==> src/rtl/mac_pkg.sv <==
// Shared types and constants for the multiply-add result path.
// Latency: none (declarations only).
// Backpressure: not applicable.
package mac_pkg;

    typedef enum logic {
        ACCUM = 1'b0,
        EMIT  = 1'b1
    } state_t;

    localparam int Y_W       = 32;
    localparam int DEF_ACC_W = 40;

    localparam logic [Y_W-1:0] SAT_MAX = 32'h7FFF_FFFF;
    localparam logic [Y_W-1:0] SAT_MIN = 32'h8000_0000;

endpackage

==> src/rtl/sat_clamp.sv <==
// Narrows a wide signed accumulator to 32 bits and flags out-of-range values.
// Latency: purely combinational.
// Backpressure: none; FRAME_ACCUM_SAT_EN selects clamping, otherwise two's-complement wrap.
module sat_clamp
    import mac_pkg::*;
#(
    parameter int ACC_W = DEF_ACC_W
) (
    input  logic [ACC_W-1:0] acc,
    output logic [Y_W-1:0]   y,
    output logic             ovf
);

    // Bits from the 32-bit sign position upward; in range only when all agree.
    logic [ACC_W-Y_W:0] upper;
    assign upper = acc[ACC_W-1:Y_W-1];

    // Range check and narrowing.
    always_comb begin
        ovf = !((&upper) || !(|upper));
        y   = acc[Y_W-1:0];
`ifdef FRAME_ACCUM_SAT_EN
        if (ovf) begin
            y = acc[ACC_W-1] ? SAT_MIN : SAT_MAX;
        end
`endif
    end

endmodule

==> src/rtl/frame_accum.sv <==
// Sums FRAME_LEN signed results (or a flushed partial frame) and emits one frame sum.
// Latency: out_valid rises the cycle after the last sample is accepted; one bubble per frame.
// Backpressure: in_ready is low throughout EMIT; out_ready low holds EMIT indefinitely.
module frame_accum
    import mac_pkg::*;
#(
    parameter int FRAME_LEN = 8,
    parameter int ACC_W     = DEF_ACC_W,
    parameter int CNT_W     = $clog2(FRAME_LEN + 1)
) (
    input  logic             clk,
    input  logic             rst_n,
    input  logic             in_valid,
    output logic             in_ready,
    input  logic [Y_W-1:0]   in_y,
    input  logic             flush,
    output logic             out_valid,
    input  logic             out_ready,
    output logic [Y_W-1:0]   out_sum,
    output logic [CNT_W-1:0] out_cnt,
    output logic             out_ovf
);

    localparam logic [CNT_W-1:0] FRAME_LEN_C = CNT_W'(FRAME_LEN);

    state_t             state_q;
    state_t             state_d;
    logic [ACC_W-1:0]   acc_q;
    logic [CNT_W-1:0]   cnt_q;
    logic               out_valid_q;
    logic [Y_W-1:0]     out_sum_q;
    logic [CNT_W-1:0]   out_cnt_q;
    logic               out_ovf_q;

    logic               accept;
    logic               load_out;
    logic               clear;
    logic [ACC_W-1:0]   acc_inc;
    logic [CNT_W-1:0]   cnt_inc;
    logic [ACC_W-1:0]   acc_fin;
    logic [CNT_W-1:0]   cnt_fin;
    logic [Y_W-1:0]     sum_narrow;
    logic               sum_ovf;

    assign acc_inc = acc_q + {{(ACC_W-Y_W){in_y[Y_W-1]}}, in_y};
    assign cnt_inc = cnt_q + CNT_W'(1);

    // Frame totals including a sample accepted on the closing cycle.
    assign acc_fin = accept ? acc_inc : acc_q;
    assign cnt_fin = accept ? cnt_inc : cnt_q;

    sat_clamp #(
        .ACC_W (ACC_W)
    ) u_sat_clamp (
        .acc (acc_fin),
        .y   (sum_narrow),
        .ovf (sum_ovf)
    );

    // State register.
    always_ff @(posedge clk or negedge rst_n) begin
        if (!rst_n) begin
            state_q <= ACCUM;
        end else begin
            state_q <= state_d;
        end
    end

    // Next state and handshake controls; in_ready depends on state only.
    always_comb begin
        state_d  = state_q;
        in_ready = 1'b0;
        accept   = 1'b0;
        load_out = 1'b0;
        clear    = 1'b0;
        case (state_q)
            ACCUM: begin
                in_ready = 1'b1;
                accept   = in_valid;
                if ((accept && (cnt_inc == FRAME_LEN_C)) ||
                    (flush && ((cnt_q != '0) || accept))) begin
                    state_d  = EMIT;
                    load_out = 1'b1;
                end
            end
            EMIT: begin
                if (out_ready) begin
                    state_d = ACCUM;
                    clear   = 1'b1;
                end
            end
            default: state_d = ACCUM;
        endcase
    end

    // Accumulator and sample counter; cleared once the frame is handed off.
    always_ff @(posedge clk or negedge rst_n) begin
        if (!rst_n) begin
            acc_q <= '0;
            cnt_q <= '0;
        end else if (clear) begin
            acc_q <= '0;
            cnt_q <= '0;
        end else if (accept) begin
            acc_q <= acc_inc;
            cnt_q <= cnt_inc;
        end
    end

    // Output registers: captured on entry to EMIT, held until the next frame closes.
    always_ff @(posedge clk or negedge rst_n) begin
        if (!rst_n) begin
            out_valid_q <= 1'b0;
            out_sum_q   <= '0;
            out_cnt_q   <= '0;
            out_ovf_q   <= 1'b0;
        end else if (load_out) begin
            out_valid_q <= 1'b1;
            out_sum_q   <= sum_narrow;
            out_cnt_q   <= cnt_fin;
            out_ovf_q   <= sum_ovf;
        end else if (clear) begin
            out_valid_q <= 1'b0;
        end
    end

    assign out_valid = out_valid_q;
    assign out_sum   = out_sum_q;
    assign out_cnt   = out_cnt_q;
    assign out_ovf   = out_ovf_q;

endmodule

==> config.mk <==
export PLATFORM = sky130hd
export DESIGN_NAME = frame_accum
export DESIGN_NICKNAME = d
export VERILOG_FILES = /design/src/rtl/mac_pkg.sv /design/src/rtl/sat_clamp.sv /design/src/rtl/frame_accum.sv
export SDC_FILE = /design/constraint.sdc
export NUM_CORES = 1
export LEC_CHECK = 0
export ABC_AREA = 1
export CAP_MARGIN = 25
export CELL_PAD_IN_SITES_DETAIL_PLACEMENT = 2
export CELL_PAD_IN_SITES_GLOBAL_PLACEMENT = 2
export CORE_MARGIN = 2
export CORE_UTILIZATION = 34
export DETAILED_ROUTE_END_ITERATION = 10
export PLACE_DENSITY = 0.9
export SYNTH_ARGS = -nofsm -noshare
export SYNTH_HDL_FRONTEND = slang
export SYNTH_SLANG_ARGS = --single-unit
==> constraint.sdc <==
create_clock -name clk -period 4.6 [get_ports clk]
set_input_delay 0.92 -clock clk [delete_from_list [all_inputs] [get_ports clk]]
set_output_delay 0.92 -clock clk [all_outputs]
set_load 0.01 [all_outputs]
== Word level (Yosys, flattened, before mapping) ==
Index checks and enable logic that the tools add are counted.

* Add/sub/neg operators: 2
* Equal/unequal tests: 1
* Reduce and logical (&&, ||, !) cells: 11
* Muxes and demuxes: 14
* Bitwise gates (word level): 1

{| class="wikitable"
|+ Operators with widths
! cell !! count
|-
| two-way mux 40 bit || 2
|-
| adder 40 bit || 1
|-
| two-way mux 1 bit || 9
|-
| AND reduction 9 bit || 1
|-
| OR reduction 9 bit || 1
|-
| two-way mux 4 bit || 2
|-
| adder 4 x 1 -> 4 bit (second input constant) || 1
|-
| == test 4 bit (second input constant) || 1
|-
| nonzero test 4 bit || 1
|-
| logical OR 1 bit || 3
|-
| logical AND 1 bit || 2
|-
| logical NOT 1 bit || 2
|-
| one-hot mux 1 bit (2 select lines) || 1
|-
| nonzero test 2 bit || 1
|-
| NOT 1 bit || 1
|}

* Word-level logic and storage cells: 36
* Output and inout port bits: 39
* Bits in registers: 83

== Longest topological paths before layout ==
* Word-level depth: 7
* Mapped depth: 21
* Depth with buffers taken out: 21

== Modules after synthesis ==
Synthesis repeated with hierarchy kept, for this count alone.

* Cells, all modules: 1,094
* Area total of the unflattened synthesis: 6,885.4 µm²

{| class="wikitable"
|+ Modules (own cells, without submodules)
! module !! area an instance (µm²) !! instances !! seq. area each (µm²) !! cells each
|-
| frame_accum || 6,576.3 || 1 || 2,077.0 || 1,045
|-
| sat_clamp || 309.0 || 1 || 0.0 || 49
|}

== Least setup slack after synthesis ==
Ideal clock, no wire load.

* Path kind: input port to flip-flop
* From: input port in_y[0]
* To: register out_ovf_q, in the netlist out_ovf
* Cell stages on the path: 21
* Arrival time: 2,686 ps
* Path slack: 1,797 ps
* Path through: ha_1 inv_1 fa_1 inv_1 nand3_1 nand2_1 nand2_1 nand2_2 nand2_1 nand2_2 nand2_1 nand2_1 nand2_1 nand3_1 nand2_1 inv_2 nand2_1 nor2_1 nand3_1 nand3_1 nand2_1

* Word-level cells in the longest chain between the ends: 6
* Elaborated cells between the ends (all ways): 7

{| class="wikitable"
|+ RTL lines
! item !! line !! text
|-
| start, declared || frame_accum.sv:15 || <nowiki>input logic [Y_W-1:0] in_y,</nowiki>
|-
| adder 40 bit * || frame_accum.sv:45 || <nowiki>assign acc_inc = acc_q + {{(ACC_W-Y_W){in_y[Y_W-1]}}, in_y};</nowiki>
|-
| two-way mux 40 bit * || - ||
|-
| OR reduction 9 bit || sat_clamp.sv:20 || <nowiki>ovf = !((&upper) || !(|upper));</nowiki>
|-
| logical NOT 1 bit || sat_clamp.sv:20 ||
|-
| logical OR 1 bit * || sat_clamp.sv:20 ||
|-
| logical NOT 1 bit * || sat_clamp.sv:20 ||
|-
| end signal, assigned || frame_accum.sv:121 || <nowiki>out_ovf_q <= sum_ovf;</nowiki>
|-
| end, declared || frame_accum.sv:33 || <nowiki>logic out_ovf_q;</nowiki>
|}

Mark *: on every way between the ends. The rest lies on a longest branch, timed or not.
A chain may end at the register's enable or synchronous reset.

== Worst setup path in the final report ==
Ends and elaborated chain as after synthesis.

==> results.txt <==
- The flow ran to the end, and the final reports show no timing, DRC or antenna violations.
- Residual DRC count: 0
- Relative to the synthesized area, the layout overhead comes to 21.5%.
* Number of buffers inserted by hold repair at cts: 0
* Worst Path Arrival: 3.84 ns
- Switching power total: 2960 uW
- Maximum clock rate: 278 MHz
* Internal power consumption: 2830 uW
- At the end of the flow, the number of nets in the layout was 1060.
* Gr ovfl total: 0
- The H-tree generated during clock tree synthesis spans 3 levels.
- Antenna violations before repair: 0
* Die area: 19100 sq um
- For this design the ratio of total power to cell area is 777 nW/um^2.
- Total track usage: 26.8%
- The library cells used most frequently in the layout, excluding fill and tap cells, are nand2_1, inv_1, nor2_1, dfrtp_1, o21ai_0.
* Detailed Place HPWL: 18600 um
* Cells traversed along the worst timing path: clkdlybuf4s50_1 -> ha_1 -> inv_1 -> fa_1 -> inv_1 -> nand3_1 -> nand3b_1 -> nand2_1 -> nand2_1 -> nand2_1 -> nand2_1 -> nand2_1 -> nand2_1 -> nand2_1 -> nand2_1 -> nand2_1 -> nor2_1 -> nand3_1 -> nand3_1 -> nand2_1
- In the final layout, the share of cells above drive strength 1 is 5.79%.
- Maximum number of pins on one net before global-route repair: 79
- Of the total power, combinational logic draws 62.0%.
- Avg Cell Area, Syn: 6.72 sq um
- Antenna violation net count after detailed routing: 0
- Kind of start point of the critical path: input pin
* Number of buffers created by CTS: 9
- Counting every instance in the synthesized netlist gives 912.
- When the netlist entered floorplanning its net count stood at 992.
- Slew at the pin with the worst max-slew slack: 0.956 ns
- Std cell rows: 49
- Across the VDD grid, the largest voltage drop is 0.445 mV.
- Fraction of the yosys area taken by sequential cells: 33.9%
- Counting stages on the worst path, the most repeated cell is nand2_1.
- Subtracting the final worst setup slack from the clock period gives 3.59 ns.
* Worst hold slack across all endpoints: 0.492 ns
- Once layout is done, the placed cells without fillers occupy 7450 sq um.
- Area of the core region: 17800 sq um
* Register bit count reported by yosys: 83
* I/O Buffers: 75
- Max incr delay on CP: 0.46 ns
- Number of buffers inserted to repair setup after CTS: 0
- Wire length of the first global-routing pass: 40700 um
- Across the run, the number of max-cap violations was 0.
- Effective utilization at floorplan: 34.4%
* Most common cell after layout, fill and taps aside: nand2_1
- Power Total: 5790 uW
- The cell area that synthesis handed to floorplanning was 6130 sq um.
- Sequential Power Share: 23.3%
* Die Span X: 138 um
* Detailed router's first-iteration violation count: 354
- STA classifies the critical path endpoint as a flip-flop.
- For this design the top-level I/O count stands at 76.
- The analysis attributes to cell leakage a power of 0.00375 uW.
- Clock-pin slew was measured on the worst setup and hold paths at 0.07 ns.
- Crit Path Category: in2reg
* Routed Wire Length: 25100 um
- Hold Violations, Final: 0
- Type of the worst min-delay path: reg2reg
- In this run the cell area measured after placement is 7110 sq um.
* Die height: 138 um
- Clock tree synthesis found a total of 83 sinks.
* First-pass iteration count of the detailed router: 4
- At the worst endpoint, the required time is 4.85 ns.
- Across the routed clock network, the largest skew measured is 0.0122 ns.
- Headroom to the max-slew limit came out at 36.3%.
- Of the total power, the clock network draws 14.8%.
- The count of cells in the finished layout, fillers not included, comes to 1214.
- The root buffer cell chosen for the clock tree is clkbuf_16.
* Post-placement cell count: 1198
- TritonCTS clock tree: built
- Of all nets on the critical path, the largest fanout is 3.
* Vias: 6372
* Maximum number of buffers from clock root to sink: 2
- Critical Path Slowest Stage Cell: clkdlybuf4s50_1
- Count of yosys warnings during synthesis: 0
- Clock latency reported for the late side of the worst-skew pair: 0.36 ns
- The number of max-slew violations in the final report came to 0.
* PostCTS Resize Cnt: 0
- Routability congestion estimate from global placement: 0.865
- Adding up every negative setup slack in the final design gives 0 ns.
- The number of global-route vias before repair was 7356.
- Sw Ratio: 51.1%
- Unique cell type count in the Yosys netlist: 37
- 0 antenna diodes ended up in the layout.
- Setup violations remaining at the end of the flow were counted as 0.
- Setup repair after global routing left no endpoint under its margin.
- Routed length per instance: 20.7 um
- Using the TritonRoute via totals, the vias-per-cell ratio works out to 5.25.
- Tcrit/Tclk final: 78.1%
==> final timing paths <==
path / from / to / slack, ns / cells after the start
min in group asynchronous: rst_n / acc_q[37] / 0.62 / 1
worst max-delay path: in_y[0] / out_ovf / 1.01 / 20
worst min register to register: out_cnt[1] / out_cnt[1] / 0.49 / 2
worst min-delay path: out_cnt[1] / out_cnt[1] / 0.49 / 2
worst max register to register: acc_q[0] / out_ovf / 1.65 / 19
max in group asynchronous: rst_n / acc_q[12] / 3.02 / 2
==> stage by stage <==
stage                     utilization, %  setup WS (ns)
after floorplan                        -           1.80
after global placement              39.9          0.872
after detailed placement            39.9          0.776
final                               41.7           1.01
after CTS                           41.7           1.03
after global routing                41.7          0.794
==> logic make-up after synthesis <==
group,share of synthesized area [%]
flip-flops,33.9
adder cells (fa/ha/maj),8.90
XOR/XNOR,4.14
AO/OA/AOI/OAI,11.3
AND/OR/NAND/NOR,33.3
buffers and inverters,8.14
multiplexers,0.327
==> layer usage <==
layer	GRT usage (%)	share of wire, %	up-vias
li1	-	-	3012
met1	36.3	47	3195
met2	45.1	47	133
met3	3.33	3.9	32
met4	8.16	2.1	0
met5	0	0	-
==> sequential cells by signal (all words and copies together), names as in the netlist <==
register and count:
out_ovf 1, acc_q 40, out_valid 1, cnt_q 4
state_q 1, out_sum 32, out_cnt 4
==> critical path: cells and delay by family <==
kind / cells / cell delay (ns)
buffers and inverters: 3 / 0.65
adders and majority gates: 2 / 0.69
and+or+nand+nor: 15 / 1.58
==> final cells by class <==
type,count,area [sq um]
Fill cell,2106,10400
Multi-Input combinational cell,697,3560
Sequential cell,83,2080
Timing Repair Buffer,78,771
Inverter,111,417
Tap cell,229,287
Clock buffer,9,225
Clock inverter,7,108
==> synth_stat cells <==
| cell | number | area (sq um) |
|---|---|---|
| and2_1 | 1 | 6.26 |
| xnor2_1 | 18 | 158 |
| nand2_1 | 310 | 1160 |
| nand3_2 | 7 | 70.1 |
| a21oi_1 | 35 | 175 |
| nor3_2 | 1 | 10.0 |
| o21bai_1 | 4 | 30.0 |
| buf_2 | 3 | 15.0 |
| and3_1 | 1 | 6.26 |
| a22oi_1 | 1 | 7.51 |
| nor3_1 | 4 | 20.0 |
| o22ai_1 | 2 | 12.5 |
| dfrtp_1 | 83 | 2080 |
| a31o_2 | 1 | 8.76 |
| nand3b_1 | 2 | 15.0 |
| fa_1 | 1 | 20.0 |
| nor2_1 | 106 | 398 |
| nand2_2 | 9 | 56.3 |
| o21ai_0 | 78 | 390 |
| nand3_1 | 30 | 150 |
| ha_1 | 42 | 526 |
| nor2_4 | 3 | 33.8 |
| mux2i_1 | 2 | 20.0 |
| nor2_2 | 4 | 25.0 |
| xor2_1 | 11 | 96.3 |
| nand2b_1 | 1 | 6.26 |
| or2_2 | 6 | 37.5 |
| clkbuf_1 | 17 | 63.8 |
| nor4_1 | 3 | 18.8 |
| inv_2 | 2 | 7.51 |
| o21ai_2 | 1 | 8.76 |
| inv_1 | 106 | 398 |
| o21a_1 | 2 | 15.0 |
| clkinv_1 | 3 | 11.3 |
| a31oi_1 | 7 | 43.8 |
| buf_1 | 1 | 3.75 |
| nand4_1 | 4 | 25.0 |
==> power by group through the flow <==
stage	clock, uW	combinational (uW)	sequential [uW]
2_1_floorplan	0	2130	1330
3_3_place_gp	0	3260	1320
3_5_place_dp	0	3460	1340
4_1_cts	870	3580	1340
5_1_grt	890	3980	1380
6_report	854	3590	1350
No activity file was read; power rests on OpenSTA's default activity.
==> edit 1 (same flow settings) <==
The parameter `FRAME_LEN` goes from 8 to 16.
--- a/src/rtl/frame_accum.sv
+++ b/src/rtl/frame_accum.sv
@@ -4,7 +4,7 @@
 module frame_accum
     import mac_pkg::*;
 #(
-    parameter int FRAME_LEN = 8,
+    parameter int FRAME_LEN = 16,
     parameter int ACC_W     = DEF_ACC_W,
     parameter int CNT_W     = $clog2(FRAME_LEN + 1)
 ) (
Ports: changed (resized out_cnt); port bits go from 76 to 77. The function was not compared with the original's and may differ.
==> edit 1 against the original RTL <==
- total power shrank 3.5%
- sequential cell count grew 2
- highest routed layer unchanged
- wire length shrank 3.4%
- worst setup slack gained 0.034 ns
- area after synthesis grew 1.9%
- core utilization grew 0.26 points
- global-route usage shrank 0.85 points
- design area grew 1.3%
- first-iteration DRC count shrank 21%
- largest power group unchanged
==> edit 1: results (changes against the original RTL) <==
R2R Setup Slk - 1.70 ns (+0.05 ns)
Post-DP HPWL - 18.2 mm (-2.1%)
GRT met3 Usage - 0.0437 (+0.0105)
Cell-internal power - 2.78 mW (-1.7%)
Vias - 6,376 (+0.063%)
Synth Area per Inst - 6.78 um2 (+0.88%)
DR WL/cell - 19.8 um (-4.2%)
WHS Endpoint - out_sum[16]
Crit-path max FO - 4 (+1)
Total GRT Usage - 0.260 (-0.00851)
Port Buffers - 76 (+1.3%)
RePlAce Congestion - 0.866 (+0.19%)
Setup Skew - 0.0107 ns (-0.00146 ns)
Leakage - 3.78 nW (+0.78%)
Global Route met1 Usage - 0.327 (-0.0361)
Total Nets Final - 1,070 (+0.94%)
Share of layout cells above drive strength 1 - 0.0613 (+0.00344)
Top_reg_cell synth - dfrtp_1
Unique cell type count in the Yosys netlist - 35 (-5.4%)
Worst-path clk slew - 0.07 ns (about the same)
Htree depth - 3 (unchanged)
Met3 routed WL - 918 um (-5.4%)
Max-Slew Margin vs Limit - 0.358 (-0.00461)
Clock Power - 0.791 mW (-7.4%)
First-pass GRT wire length - 39.9 mm (-2.0%)
Status - finished clean
Seq/Total Area, Yosys - 0.341 (+0.00177)
Maximum vdd drop - 0.419 mV (-5.8%)
Number of global-route vias before repair - 7,304 (-0.71%)
Slowest stage delay, CP - 0.46 ns (about the same)
Area contributors post-synth - dfrtp_1, nand2_1, ha_1, inv_1, o21ai_0
Drt first-iter violations - 279 (-21%)
Sequential power share - 0.241 (+0.008)
Switching share of total power - 0.502 (-0.00903)
Post-DP Area - 7230 um2 (+1.7%)
Commonest cells post-synth - nand2_1, inv_1, nor2_1
Reg2reg start - acc_q[0]
Met1 wire length - 10.9 mm (-8.5%)
Met2 Resource Use GR - 0.455 (+0.00409)
## edit 1: cell types whose count changed in the layout (fill, tap and decap cells not counted), moves of 3 or more
cell     unedited run  this run
nand2_2            10        16
nand2_1           309       301
o21ai_0            78        81
xor2_1             11        14
inv_1             106       109
## edit 1: metrics by stage
| step | hold slack (ns) | setup WS [ns] |
|---|---|---|
| final | 0.486 | 1.04 |
| after global routing | 0.530 | 0.803 |
| after CTS | 0.490 | 1.05 |
| after detailed placement | 0.474 | 0.686 |
| after global placement | 0.464 | 0.918 |
| after floorplan | 0.505 | 1.80 |
## edit 1: area by class of cell
class	instances	area, um2
flip-flops and latches	85	2130
inverters	113	424
fillers	2135	10400
clock inverters	4	55.1
clock buffers	12	256
multi-input cells	702	3610
well taps	229	287
repair buffers	79	781
## edit 1: cell families after synthesis
logic type      Yosys count  share of synthesized area
xor+xnor                 30                     0.0421
mux                       3                    0.00481
fa+ha+maj                43                     0.0874
buf+inv                 134                     0.0821
flops                    85                      0.341
compound gates          133                      0.112
simple gates            493                      0.331
==> edit 2 (same flow settings) <==
Without the edit above. Put one more register stage on the output `out_cnt`, without a reset. The value now appears one clock later. The other outputs are not delayed to match.
--- a/src/rtl/frame_accum.sv
+++ b/src/rtl/frame_accum.sv
@@ -126,7 +126,9 @@
 
     assign out_valid = out_valid_q;
     assign out_sum   = out_sum_q;
-    assign out_cnt   = out_cnt_q;
+    always_ff @(posedge clk) begin
+        out_cnt <= out_cnt_q;
+    end
     assign out_ovf   = out_ovf_q;
 
 endmodule
Formal check against the unedited RTL: not equivalent (a bounded check fails within 4 cycles, from zero or initial values and one cycle with rst_n low).
==> edit 2 against the original RTL <==
- final cell count increased by 0.49%
- via count up 0.25%
- wire length up 3.5%
- register-to-register slack worse by 0.07 ns
- clock skew shrank 0.0024 ns
- design area increased by 1.5%
- area after synthesis is 1.3% higher
- first-iteration DRC count decreased by 21%
- critical path depth grew 2
- total power up 1.6%
- die area grew 1.3%
- global-route usage grew 0.67 points
- worst setup slack got worse by 0.10 ns
- sequential cell count up 4
- critical path type unchanged
==> edit 2: results (changes against the original RTL) <==
Slowest stage delay, CP - 0.48 ns (+0.02 ns)
Async SR Flop Fraction - 0.954 (-0.0460)
Hold Slack - 0.383 ns (-0.109 ns)
Unique cell type count in the Yosys netlist - 38 (+2.7%)
Seq power - 1.41 mW (+4%)
Syn Nets - 996 (+0.40%)
WHS Endpoint - out_cnt[3]
Pin count of the biggest net entering global routing - 65 (-18%)
RePlAce Congestion - 0.892 (+3.2%)
R2r worst-path depth - 21 (+2)
Switching share of total power - 0.506 (-0.00502)
Maximum vdd drop - 0.316 mV (-29%)
WP data arrival - 3.94 ns (+0.10 ns)
Vias per cell - 5.24 (-0.24%)
DR WL/cell - 21.3 um (+3.0%)
Post-DP HPWL - 18.7 mm (+0.48%)
Leakage - 3.80 nW (+1.2%)
Seq/Total Area, Yosys - 0.347 (+0.00853)
Post-Syn Instances - 916 (+0.44%)
Part of the power in the clock network - 0.146 (-0.002)
Area contributors post-synth - dfrtp_1, nand2_1, ha_1, inv_1, nor2_1
Met2 WL post-DR - 12.8 mm (+9.1%)
Hold path depth - 0 (-2)
Total GRT Usage - 0.275 (+0.00668)
R2R Setup Slk - 1.58 ns (-0.07 ns)
Status - finished clean
Met2 Resource Use GR - 0.482 (+0.0317)
Met3 routed WL - 1.19 mm (+22%)
Share of layout cells above drive strength 1 - 0.0565 (-0.00136)
Met1 wire length - 11.5 mm (-3.7%)
Max-Slew Margin vs Limit - 0.402 (+0.0388)
## edit 2: final cells by class
cell class	instances	area (um2)
Multi-Input combinational cell	697	3560
Fill cell	2164	10400
Tap cell	229	287
Timing Repair Buffer	80	811
Clock inverter	4	77.6
Sequential cell	87	2160
Clock buffer	12	246
Inverter	111	417
## edit 2: how the worst max path moves through the flow
stage	endpoint	slack, ns	cells past startpoint
floorplan	out_ovf	1.80	21
global placement	out_ovf	0.90	20
detailed placement	out_ovf	0.76	20
CTS	out_ovf	0.93	22
global route	out_ovf	0.66	22
finish	out_ovf	0.91	22
## edit 2: cells by family after synthesis
group                    Yosys count  share of synthesized area
AO/OA/AOI/OAI                    131                      0.111
XOR/XNOR                          29                     0.0409
adder cells (fa/ha/maj)           43                     0.0878
buffers and inverters            132                     0.0804
flip-flops                        87                      0.347
multiplexers                       2                    0.00322
AND/OR/NAND/NOR                  492                      0.329
